## src/rtl/ysyx_22050039_pkg.sv

```systemverilog
// ysyx_22050039_pkg: shared width, access-size encodings and LSU state type.
package ysyx_22050039_pkg;
    localparam int XLEN = 64;
    typedef enum logic [1:0] {SZ_B = 2'b00, SZ_H = 2'b01, SZ_W = 2'b10, SZ_D = 2'b11} size_e;
    typedef enum logic [1:0] {IDLE, REQ, WAIT, RESP} lsu_state_e;
    // Natural alignment: an access of 2^size bytes must have its low size address bits clear.
    function automatic logic misaligned(input logic [1:0] size, input logic [2:0] off);
        return (size == SZ_H && off[0]) || (size == SZ_W && |off[1:0]) || (size == SZ_D && |off);
    endfunction
endpackage

```

## src/rtl/ysyx_22050039_lsu_if.sv

```systemverilog
// ysyx_22050039_lsu_if: EXU request, data-memory and writeback channels of the LSU.
interface ysyx_22050039_lsu_if;
    import ysyx_22050039_pkg::*;
    logic            req_valid, req_ready, req_store, req_unsigned;
    logic [1:0]      req_size;
    logic [XLEN-1:0] req_addr, req_wdata;
    logic [4:0]      req_rd;
    logic            mem_req_valid, mem_req_ready, mem_we, mem_resp_valid;
    logic [XLEN-1:0] mem_addr, mem_wdata, mem_rdata;
    logic [7:0]      mem_wmask;
    logic            wb_valid, wb_ready, wb_fault;
    logic [4:0]      wb_rd;
    logic [XLEN-1:0] wb_data;
    modport master (
        input  req_valid, req_store, req_size, req_unsigned, req_addr, req_wdata, req_rd,
        output req_ready,
        output mem_req_valid, mem_we, mem_addr, mem_wdata, mem_wmask,
        input  mem_req_ready, mem_resp_valid, mem_rdata,
        output wb_valid, wb_rd, wb_data, wb_fault,
        input  wb_ready
    );
    modport slave (
        output req_valid, req_store, req_size, req_unsigned, req_addr, req_wdata, req_rd,
        input  req_ready,
        input  mem_req_valid, mem_we, mem_addr, mem_wdata, mem_wmask,
        output mem_req_ready, mem_resp_valid, mem_rdata,
        input  wb_valid, wb_rd, wb_data, wb_fault,
        output wb_ready
    );
endinterface

```

## src/rtl/ysyx_22050039_lsu_align.sv

```systemverilog
// ysyx_22050039_lsu_align: store lane/strobe placement and load byte extract + sign/zero extend.
module ysyx_22050039_lsu_align
    import ysyx_22050039_pkg::*;
(
    input  logic [1:0]      st_size,
    input  logic [2:0]      st_off,
    input  logic [XLEN-1:0] st_data,
    input  logic [1:0]      ld_size,
    input  logic [2:0]      ld_off,
    input  logic            ld_unsigned,
    input  logic [XLEN-1:0] ld_raw,
    output logic [7:0]      wmask,
    output logic [XLEN-1:0] wdata,
    output logic [XLEN-1:0] ldata
);
    logic [7:0]      base;
    logic [XLEN-1:0] sh;
    always_comb begin
        base  = st_size == SZ_B ? 8'h01 : st_size == SZ_H ? 8'h03 : 8'h0F;
        wmask = st_size == SZ_D ? 8'hFF : base << st_off;
        wdata = st_data << {st_off, 3'b000};
        sh    = ld_raw >> {ld_off, 3'b000};
        ldata = ld_size == SZ_B ? {{(XLEN-8){~ld_unsigned & sh[7]}}, sh[7:0]} :
                ld_size == SZ_H ? {{(XLEN-16){~ld_unsigned & sh[15]}}, sh[15:0]} :
                ld_size == SZ_W ? {{(XLEN-32){~ld_unsigned & sh[31]}}, sh[31:0]} : sh;
    end
endmodule

```

## src/rtl/ysyx_22050039_lsu.sv

```systemverilog
// ysyx_22050039_lsu: one-outstanding-op load/store unit between EXU and the data memory port.
// Define YSYX_22050039_LSU_MISALIGN_CHECK_EN to fault misaligned accesses instead of issuing them.
module ysyx_22050039_lsu
    import ysyx_22050039_pkg::*;
(
    input logic clk,
    input logic rst,
    ysyx_22050039_lsu_if.master bus
);
    lsu_state_e      state;
    logic            store_q, uns_q, fault;
    logic [1:0]      size_q;
    logic [2:0]      off_q;
    logic [7:0]      wmask;
    logic [XLEN-1:0] wdata, ldata;

    ysyx_22050039_lsu_align u_align (
        .st_size(bus.req_size), .st_off(bus.req_addr[2:0]), .st_data(bus.req_wdata),
        .ld_size(size_q), .ld_off(off_q), .ld_unsigned(uns_q), .ld_raw(bus.mem_rdata),
        .wmask(wmask), .wdata(wdata), .ldata(ldata)
    );

`ifdef YSYX_22050039_LSU_MISALIGN_CHECK_EN
    assign fault = misaligned(bus.req_size, bus.req_addr[2:0]);
`else
    assign fault = 1'b0;
`endif

    always_ff @(posedge clk or negedge rst) begin
        if (!rst) begin
            state             <= IDLE;
            store_q           <= 1'b0;
            uns_q             <= 1'b0;
            size_q            <= 2'b00;
            off_q             <= 3'b000;
            bus.req_ready     <= 1'b0;
            bus.mem_req_valid <= 1'b0;
            bus.mem_we        <= 1'b0;
            bus.mem_addr      <= '0;
            bus.mem_wdata     <= '0;
            bus.mem_wmask     <= 8'h00;
            bus.wb_valid      <= 1'b0;
            bus.wb_rd         <= 5'd0;
            bus.wb_data       <= '0;
            bus.wb_fault      <= 1'b0;
        end else begin
            case (state)
                IDLE: begin
                    bus.req_ready <= 1'b1;
                    if (bus.req_valid && bus.req_ready) begin
                        bus.req_ready <= 1'b0;
                        store_q       <= bus.req_store;
                        uns_q         <= bus.req_unsigned;
                        size_q        <= bus.req_size;
                        off_q         <= bus.req_addr[2:0];
                        bus.wb_rd     <= bus.req_rd;
                        if (fault) begin
                            state        <= RESP;
                            bus.wb_valid <= 1'b1;
                            bus.wb_fault <= 1'b1;
                            bus.wb_data  <= '0;
                        end else begin
                            state             <= REQ;
                            bus.mem_req_valid <= 1'b1;
                            bus.mem_we        <= bus.req_store;
                            bus.mem_addr      <= {bus.req_addr[XLEN-1:3], 3'b000};
                            bus.mem_wdata     <= bus.req_store ? wdata : '0;
                            bus.mem_wmask     <= bus.req_store ? wmask : 8'h00;
                        end
                    end
                end
                REQ: if (bus.mem_req_ready) begin
                    bus.mem_req_valid <= 1'b0;
                    state             <= WAIT;
                end
                WAIT: if (bus.mem_resp_valid) begin
                    bus.wb_valid <= 1'b1;
                    bus.wb_data  <= store_q ? '0 : ldata;
                    state        <= RESP;
                end
                RESP: if (bus.wb_ready) begin
                    bus.wb_valid  <= 1'b0;
                    bus.wb_fault  <= 1'b0;
                    bus.req_ready <= 1'b1;
                    state         <= IDLE;
                end
            endcase
        end
    end

    a_no_resp_in_req: assert property (@(posedge clk) disable iff (!rst) !(state == REQ && bus.mem_resp_valid));
endmodule
```

## src/flat_wrapper.sv

```systemverilog
// flat-port wrapper written by rule: the top's interface ports become plain ports
module ysyx_22050039_lsu_flat import ysyx_22050039_pkg::*;
  (clk, rst, bus_req_valid, bus_req_store, bus_req_size, bus_req_unsigned, bus_req_addr, bus_req_wdata, bus_req_rd, bus_req_ready, bus_mem_req_valid, bus_mem_we, bus_mem_addr, bus_mem_wdata, bus_mem_wmask, bus_mem_req_ready, bus_mem_resp_valid, bus_mem_rdata, bus_wb_valid, bus_wb_rd, bus_wb_data, bus_wb_fault, bus_wb_ready);
  ysyx_22050039_lsu_if bus_i ();
  input logic clk;
  input logic rst;
  input wire logic [$bits(bus_i.req_valid)-1:0] bus_req_valid;
  input wire logic [$bits(bus_i.req_store)-1:0] bus_req_store;
  input wire logic [$bits(bus_i.req_size)-1:0] bus_req_size;
  input wire logic [$bits(bus_i.req_unsigned)-1:0] bus_req_unsigned;
  input wire logic [$bits(bus_i.req_addr)-1:0] bus_req_addr;
  input wire logic [$bits(bus_i.req_wdata)-1:0] bus_req_wdata;
  input wire logic [$bits(bus_i.req_rd)-1:0] bus_req_rd;
  output wire logic [$bits(bus_i.req_ready)-1:0] bus_req_ready;
  output wire logic [$bits(bus_i.mem_req_valid)-1:0] bus_mem_req_valid;
  output wire logic [$bits(bus_i.mem_we)-1:0] bus_mem_we;
  output wire logic [$bits(bus_i.mem_addr)-1:0] bus_mem_addr;
  output wire logic [$bits(bus_i.mem_wdata)-1:0] bus_mem_wdata;
  output wire logic [$bits(bus_i.mem_wmask)-1:0] bus_mem_wmask;
  input wire logic [$bits(bus_i.mem_req_ready)-1:0] bus_mem_req_ready;
  input wire logic [$bits(bus_i.mem_resp_valid)-1:0] bus_mem_resp_valid;
  input wire logic [$bits(bus_i.mem_rdata)-1:0] bus_mem_rdata;
  output wire logic [$bits(bus_i.wb_valid)-1:0] bus_wb_valid;
  output wire logic [$bits(bus_i.wb_rd)-1:0] bus_wb_rd;
  output wire logic [$bits(bus_i.wb_data)-1:0] bus_wb_data;
  output wire logic [$bits(bus_i.wb_fault)-1:0] bus_wb_fault;
  input wire logic [$bits(bus_i.wb_ready)-1:0] bus_wb_ready;
  assign bus_i.req_valid = bus_req_valid;
  assign bus_i.req_store = bus_req_store;
  assign bus_i.req_size = bus_req_size;
  assign bus_i.req_unsigned = bus_req_unsigned;
  assign bus_i.req_addr = bus_req_addr;
  assign bus_i.req_wdata = bus_req_wdata;
  assign bus_i.req_rd = bus_req_rd;
  assign bus_req_ready = bus_i.req_ready;
  assign bus_mem_req_valid = bus_i.mem_req_valid;
  assign bus_mem_we = bus_i.mem_we;
  assign bus_mem_addr = bus_i.mem_addr;
  assign bus_mem_wdata = bus_i.mem_wdata;
  assign bus_mem_wmask = bus_i.mem_wmask;
  assign bus_i.mem_req_ready = bus_mem_req_ready;
  assign bus_i.mem_resp_valid = bus_mem_resp_valid;
  assign bus_i.mem_rdata = bus_mem_rdata;
  assign bus_wb_valid = bus_i.wb_valid;
  assign bus_wb_rd = bus_i.wb_rd;
  assign bus_wb_data = bus_i.wb_data;
  assign bus_wb_fault = bus_i.wb_fault;
  assign bus_i.wb_ready = bus_wb_ready;
  ysyx_22050039_lsu u_core (.clk(clk), .rst(rst), .bus(bus_i));
endmodule
```

## config.mk

```make
export PLATFORM = sky130hd
export DESIGN_NAME = ysyx_22050039_lsu_flat
export DESIGN_NICKNAME = d
export VERILOG_FILES = /design/src/rtl/ysyx_22050039_pkg.sv /design/src/rtl/ysyx_22050039_lsu_if.sv /design/src/rtl/ysyx_22050039_lsu_align.sv /design/src/rtl/ysyx_22050039_lsu.sv /design/src/flat_wrapper.sv
export SDC_FILE = /design/constraint.sdc
export NUM_CORES = 1
export LEC_CHECK = 0
export CORE_ASPECT_RATIO = 2
export CORE_MARGIN = 2
export CORE_UTILIZATION = 45
export CTS_CLUSTER_DIAMETER = 200
export CTS_CLUSTER_SIZE = 14
export DETAILED_ROUTE_END_ITERATION = 16
export HOLD_SLACK_MARGIN = 0.15
export PLACE_DENSITY_LB_ADDON = 0.2
export SLEW_MARGIN = 20
export SYNTH_ARGS = -nofsm -noshare
export SYNTH_HDL_FRONTEND = slang
export SYNTH_SLANG_ARGS = --single-unit
```

## constraint.sdc

```tcl
create_clock -name clk -period 2.3 [get_ports clk]
set_input_delay 0.46 -clock clk [delete_from_list [all_inputs] [get_ports clk]]
set_output_delay 0.46 -clock clk [all_outputs]
set_load 0.01 [all_outputs]
```

==> metrics.md, run 1 <==
| Metric | Value |
|---|---|
| Status | `finished clean` |
| Pin count of the biggest net entering global routing | `74` |
| Via density per instance | `5.79` |
| Register area | `between 5000 and 6000 um^2` |
| Critical Path Source Type | `flop` |
| Sink Count | `about 210` |
| Post-synthesis sequential area ratio | `approximately 48%` |
| Area of the multi-input gates | `between 5000 and 6000 um^2` |
| Area after DPL | `16400 um^2` |
| Synthesized area | `11300 um^2` |
| Design Area, Final | `16900 um^2` |
| Worst path top cell family by delay | `compound AO/OA/AOI/OAI gates` |
| Worst r2r path cells | `8` |
| Fillers | `between 1500 and 2000` |
| Cell mode on critical path | `buf_4` |
| Diodes inserted | `0` |
| Share of layout cells above drive strength 1 | `between 10% and 20%` |
| Peak per-stage delay on the critical path | `around 0.46 ns` |
| Clock Skew | `0.0129 ns` |
| Residual DRC count | `0` |
| DPL Wire Length | `34.2 mm` |
| Hold Slack | `around 0.44 ns` |
| Initial Util | `approximately 46%` |
| Max-slew violations | `0` |
| Worst Hold Class | `in2async` |
| Area contributors post-synth | `dfrtp_1 (48%), nand2_1 (10%), mux2i_1 (8.6%), mux4_2 (7.0%), o21ai_0 (4.6%)` |
| Post-synth top cells | `nand2_1 (299), dfrtp_1 (214), o21ai_0 (104)` |
| Synth Instances | `1155` |
| Fin crit period | `approximately 2.2 ns` |
| Critical path endpoint category | `flop` |
| Pre-CTS WS | `-0.498 ns` |
| Arr. time, crit path | `between 2 and 3 ns` |
| Synth Register Bits | `~210` |
| Crit-path max FO | `10` |
| Clk Tree Root Cell | `clkbuf_16` |
| Worst slew pin tran | `~0.80 ns` |
| Tot Pwr | `between 15000 and 20000 uW` |
| WP depth | `8` |
| PwrDens | `roughly 1200 nW/um^2` |
| LEAKAGE | `around 0.0076 uW` |
| Later-pin clock latency in the skew report | `around 0.50 ns` |
| Final worst slack | `about 0.092 ns` |
| Fin nets | `between 1500 and 2000` |
| Die Y | `between 200 and 250 um` |
| Critical path type | `reg2reg` |
| Fraction of registers with async set/reset | `100%` |
| Via count of the first global-routing pass | `11300` |
| First DRT Iteration DRCs | `just under 800` |
| Die footprint | `~26000 um^2` |
| Final Setup Violations | `0` |
| GRT Residual Overflow | `0` |
| IO Pins | `about 420` |
| Final Util | `between 60% and 70%` |
| Post-synth EDFFs | `0` |
| First-pass GRT wire length | `~65 mm` |
| Antenna viol nets, final | `0` |
| IO buf count | `approximately 410` |
| Area leader, netlist | `dfrtp_1` |
| Post-synth top area share | `a little under half` |
| Fin. Hold Viols | `0` |
| Drt first pass iters | `5` |
| Syn Area/Cell | `between 9 and 10 um^2` |
| Die Wd | `116 um` |
| Ys Warns | `0` |
| TritonCTS clock tree | `yes` |
| Max H-tree Level | `1` |
| Max-cap violations | `0` |
| Relative slew margins | `46.4%` |
| CP max-delay cell | `dfrtp_2` |
| Vias | `11200` |
| Critical path buffer and inverter count | `3` |
| Ys flop type | `dfrtp_1` |
| Area growth from synthesis to layout | `50.1%` |
| Clock Pin Slew Worst Setup and Hold Paths | `about 0.070 ns` |
| Peak VDD IR | `0.000693 V` |
| Initial antenna violation count | `1` |
| Number of buffers created by CTS | `19` |
| Routed WL per cell | `23.1 um` |
| Row cnt | `just over 80` |
| Core area | `between 20000 and 25000 um^2` |
| Synth cell types | `approximately 50` |
| Max Freq | `approximately 450 MHz` |
| RePlAce Congestion | `around 0.98` |
| Tot GR Track Use | `32.6%` |
| CP required | `between 2 and 3 ns` |
| Post-Route WL | `between 40 and 50 mm` |
| Count leader, synth | `nand2_1` |
| Final period util | `a little over nine tenths` |
| Clk buf depth | `3` |
| Crit path cell chain | `buf_4, mux2i_1, o211a_1, o31ai_2, buf_4, nand3_2, buf_4, o21ai_0` |
routing by layer:
layer	vias to the layer above	routed length, um	global-route usage [%]
met1	5377	14400	33.6
met2	666	23000	57.2
met4	2	4070	26.3
met5	-	17	0
met3	174	3160	5.22
li1	4980	-	-
registers in the layout, indices dropped and copies added, names as in the netlist:
name                      count
u_core.bus.mem_req_valid      1
u_core.uns_q                  1
u_core.bus.req_ready          1
u_core.bus.mem_addr          61
u_core.bus.mem_wmask          8
u_core.bus.wb_valid           1
u_core.bus.mem_wdata         64
u_core.bus.wb_data           64
u_core.size_q                 2
u_core.store_q                1
u_core.off_q                  3
u_core.bus.wb_rd              5
u_core.state                  2
placed cells by master, fill, tap and decap left out, types with 2 or more instances in the layout:
cell	netlist	routed
a21o_1	2	2
a221o_1	11	11
conb_1	1	4
o22ai_1	17	17
buf_4	7	90
ha_1	5	5
dfrtp_1	214	213
mux2_2	9	9
nor2b_1	16	16
or2_0	2	2
nand2_1	299	298
a22o_1	50	50
a22oi_1	2	2
nor3_1	4	4
a32oi_1	2	2
nor2_1	56	56
clkinv_1	2	2
o21ai_0	104	103
inv_1	8	8
clkdlybuf4s50_1	0	409
buf_6	2	3
mux2i_1	97	97
mux4_2	35	35
clkbuf_16	0	19
buf_8	0	3
nand2b_1	4	4
a211o_1	8	8
and2_1	2	2
or2_2	3	3
buf_12	0	12
o221ai_1	18	18
a21oi_1	46	46
a211oi_1	12	12
o211ai_1	3	3
and3_1	3	2
a31oi_1	5	5
stage by stage:
stage | TNS (ns) | instances
after floorplan | 0 | 1158
after global placement | -22.12 | 1909
after detailed placement | -20.97 | 1910
after CTS | 0 | 1934
after global routing | -0.0384 | 1933
final | 0 | 1933
worst paths after layout:
path,start,endpoint,slack (ns)
max,u_core.off_q[0]$_DFFE_PN0P_,u_core.bus.wb_data[25]$_DFFE_PN0P_,0.09
min,rst,u_core.bus.wb_data[34]$_DFFE_PN0P_,0.44
max reg2reg,u_core.off_q[0]$_DFFE_PN0P_,u_core.bus.wb_data[25]$_DFFE_PN0P_,0.09
min reg2reg,u_core.bus.mem_addr[49]$_DFFE_PN0P_,u_core.bus.mem_addr[49]$_DFFE_PN0P_,0.47
max in group asynchronous,rst,u_core.bus.mem_addr[11]$_DFFE_PN0P_,1.13
min in group clk,u_core.bus.mem_addr[49]$_DFFE_PN0P_,u_core.bus.mem_addr[49]$_DFFE_PN0P_,0.47
timing repair:
action                     4_1_cts  5_1_grt
hold endpoints to repair        39        0
buffers inserted                 1        0
hold buffers                     1        0
setup endpoints to repair       13       24
pin swaps                        0        0
resized for setup                2        7
area by class of cell:
cell class	instances	area share (%)
Sequential cell	214	31.7
Clock buffer	20	2.84
Tap cell	332	2.46
Timing Repair Buffer	519	30.2
Clock inverter	2	0.118
Multi-Input combinational cell	836	32.5
Inverter	10	0.222
kinds of logic after synthesis:
group           Yosys count  share of synthesized area, %
fa+ha+maj                 5                         0.556
other cells               1                        0.0333
compound gates          287                          16.8
buf+inv                 108                          4.09
flops                   214                          47.6
mux                     142                          16.7
simple gates            398                          14.3
report_power, final:
part,internal [uW],total [uW],switching [uW]
Clock,1490,2930,1440
Combinational,5400,10700,5290
Sequential,5280,6290,1010
(Power assumes the default switching activity.)
==> inputs of run 2 (changes only) <==
--- a/config.mk
+++ b/config.mk
@@ -5,15 +5,16 @@
 export SDC_FILE = /design/constraint.sdc
 export NUM_CORES = 1
 export LEC_CHECK = 0
-export CORE_ASPECT_RATIO = 2
-export CORE_MARGIN = 2
-export CORE_UTILIZATION = 45
+export CORE_AREA = 2 2 162 164
 export CTS_CLUSTER_DIAMETER = 200
 export CTS_CLUSTER_SIZE = 14
 export DETAILED_ROUTE_END_ITERATION = 16
+export DIE_AREA = 0 0 164 166
+export DONT_BUFFER_PORTS = 1
 export HOLD_SLACK_MARGIN = 0.15
 export PLACE_DENSITY_LB_ADDON = 0.2
 export SLEW_MARGIN = 20
 export SYNTH_ARGS = -nofsm -noshare
 export SYNTH_HDL_FRONTEND = slang
 export SYNTH_SLANG_ARGS = --single-unit
+export TNS_END_PERCENT = 5
==> run 2 against run 1 <==
Against the previous run: the run now ends with hold timing left; worst hold slack lost 0.78 ns; critical endpoint is now u_core.bus.wb_data[43]$_DFFE_PN0P_; largest cell class unchanged; clock-buffer cell count is the same; sequential power rose by 18%; global-route usage is 4.6 points lower; routed wire length shrank 13%; critical path depth down 2; fmax is 2.2% higher; die area grew 3.2%; combinational power shrank 47%; register-to-register slack improved by 0.05 ns.
==> metrics.md, run 2 (synthesis results as in run 1) <==
| Metric | Value |
|---|---|
| Status | `complete, but fails checks` |
| Failing checks | `hold timing` |
| First-pass GRT wire length | `58.2 mm (-10%)` |
| Worst setup path start | `u_core.off_q[0]$_DFFE_PN0P_` |
| Crit path cell chain | `mux4_2, mux2i_4, nand2_1, and4_1, buf_12, a221o_1` |
| CP required | `2.68 ns (-0.03 ns)` |
| Fin nets | `1418 (-22%)` |
| Max H-tree Level | `1 (unchanged)` |
| Setup TNS | `0 ns (unchanged)` |
| Number of buffers created by CTS | `19 (unchanged)` |
| Most frequent cells in the layout | `nand2_1 (298), dfrtp_1 (213), o21ai_0 (104)` |
| Routed WL per cell | `25.3 um (+9.5%)` |
| GRT Residual Overflow | `0 (unchanged)` |
| Clock Pin Slew Worst Setup and Hold Paths | `0.07 ns (about the same)` |
| Later-pin clock latency in the skew report | `0.50 ns (about the same)` |
| Critical path endpoint category | `flop` |
| Flop2flop setup slack | `0.14 ns (+0.05 ns)` |
| RSZ-0062 raised after global routing | `false` |
| Final Setup Violations | `0 (unchanged)` |
| Die footprint | `27200 um^2 (+3.2%)` |
| Diodes inserted | `0 (unchanged)` |
| Clock Skew | `0.00848 ns (-0.00438 ns)` |
| Drt first pass iters | `5 (unchanged)` |
| Commonest non-fill, non-tap cell in the layout | `nand2_1` |
| Antenna viol nets, final | `0 (unchanged)` |
| LEAKAGE | `0.00599 uW (-21%)` |
| Core area | `25600 um^2 (+4.4%)` |
| PwrDens | `1230 nW/um^2 (+4.7%)` |
| Die Y | `166 um (-27%)` |
| Area growth from synthesis to layout | `15.2%` |
| Clk buf depth | `3 (unchanged)` |
| Max-cap violations | `0 (unchanged)` |
| Worst Hold Class | `in2async` |
| Pre-CTS WS | `0.132 ns (+0.630 ns)` |
| RePlAce Congestion | `0.932 (-4.6%)` |
| Pin count of the biggest net entering global routing | `215 (+190%)` |
| Initial antenna violation count | `0 (-1)` |
| Residual DRC count | `0 (unchanged)` |
| Clk Tree Root Cell | `clkbuf_16` |
| Top flop regs | `u_core.bus.mem_wdata x64, u_core.bus.wb_data x64, u_core.bus.mem_addr x61` |
| Worst slew pin tran | `0.834 ns (+0.0318 ns)` |
| Worst r2r path cells | `6 (-2)` |
| Critical path buffer and inverter count | `1 (-2)` |
| Final worst slack | `0.140 ns (+0.0482 ns)` |
| Final period util | `93.9% (-2.1 points)` |
| CTS Hold Buffers Added | `83 (+82)` |
| DPL Wire Length | `27.7 mm (-19%)` |
| Relative slew margins | `44.4% (-2.0 points)` |
| CP max-delay cell | `mux4_2` |
| Critical path type | `reg2reg` |
| Vias | `9204 (-18%)` |
| Max-slew violations | `0 (unchanged)` |
| Tot GR Track Use | `27.9% (-4.6 points)` |
| Sink Count | `214 (unchanged)` |
| Row cnt | `59 (-27%)` |
| CP endpoint | `u_core.bus.wb_data[43]$_DFFE_PN0P_` |
| Worst path top cell family by delay | `multiplexers` |
| Post-Route WL | `39.0 mm (-13%)` |
| Share of layout cells above drive strength 1 | `9.69% (-1.9 points)` |
| Die Wd | `164 um (+42%)` |
| Max Freq | `463 MHz (+2.2%)` |
| Crit-path max FO | `23 (+13)` |
| WP depth | `6 (-2)` |
| Arr. time, crit path | `2.54 ns (-0.07 ns)` |
| Critical Path Source Type | `flop` |
| Fin. Hold Viols | `214 (+214)` |
| IO Pins | `417 (unchanged)` |
| Peak VDD IR | `0.000574 V (-17%)` |
| TritonCTS clock tree | `yes` |
| Via count of the first global-routing pass | `9438 (-16%)` |
| Hold Slack | `-0.340 ns (-0.783 ns)` |
| Fin crit period | `2.16 ns (-0.0482 ns)` |
| Via density per instance | `5.97 (+3.0%)` |
| Reg2reg end | `u_core.bus.wb_data[43]$_DFFE_PN0P_` |
| Peak per-stage delay on the critical path | `0.58 ns (+0.12 ns)` |
| Initial Util | `43.9% (-2.0 points)` |
| IO buf count | `0 (-100%)` |
| First DRT Iteration DRCs | `687 (-12%)` |
| Reg-to-reg startpoint | `u_core.off_q[0]$_DFFE_PN0P_` |
[run 2: cell types whose count changed in the layout (fill, tap and decap cells not counted), moves of 3 or more]
| cell | before | now |
|---|---|---|
| buf_12 | 12 | 2 |
| dlygate4sd3_1 | 1 | 83 |
| buf_8 | 3 | 0 |
| clkdlybuf4s50_1 | 409 | 0 |
| buf_6 | 3 | 0 |
| buf_4 | 90 | 40 |
[run 2: area by class of cell]
class                           instances  area [um^2]
Fill cell                            2340        12700
Multi-Input combinational cell        836         5480
Sequential cell                       214         5360
Timing Repair Buffer                  125         1170
Clock buffer                           20          479
Tap cell                              335          419
Inverter                               10         37.5
Clock inverter                          2         20.0
[run 2: stage by stage]
stage / instances / power, uW / utilization, % / instance area [um^2] / hold WS, ns
final: 1542 / 16000 / 50.6 / 13000 / -0.340
after global routing: 1542 / 17000 / 50.6 / 13000 / -0.365
after CTS: 1541 / 16000 / 50.6 / 13000 / -0.360
after detailed placement: 1436 / 13000 / 45.4 / 11600 / 0.178
after global placement: 1436 / 12800 / 45.4 / 11600 / 0.177
after floorplan: 1158 / 11100 / - / 11300 / 0.164
[run 2: where the power goes]
| part | internal (uW) | switching, uW |
|---|---|---|
| registers | 5280 | 2140 |
| clock network | 1490 | 1430 |
| logic | 2500 | 3160 |
[run 2: per-layer routing]
layer	wire (um)	global-route usage, %
met1	13900	31.9
met2	19000	47.1
met4	1600	10.1
met3	4500	11.1
met5	0	0
[run 2: worst min path at each step]
stage | to | slack [ns] | startpoint | cells past startpoint
2_1_floorplan | u_core.bus.mem_addr[10]$_DFFE_PN0P_ | 0.16 | rst | 0
3_3_place_gp | u_core.bus.wb_data[10]$_DFFE_PN0P_ | 0.18 | rst | 0
3_5_place_dp | u_core.bus.wb_data[48]$_DFFE_PN0P_ | 0.18 | rst | 0
4_1_cts | u_core.bus.wb_data[34]$_DFFE_PN0P_ | -0.36 | rst | 0
5_1_grt | u_core.bus.wb_data[34]$_DFFE_PN0P_ | -0.36 | rst | 0
6_report | u_core.bus.wb_data[29]$_DFFE_PN0P_ | -0.34 | rst | 0
[run 2: timing repair]
item,CTS,global route
resized for setup,0,1
buffers inserted,0,1
endpoints found under the setup margin,0,14
endpoints found under the hold margin,297,214
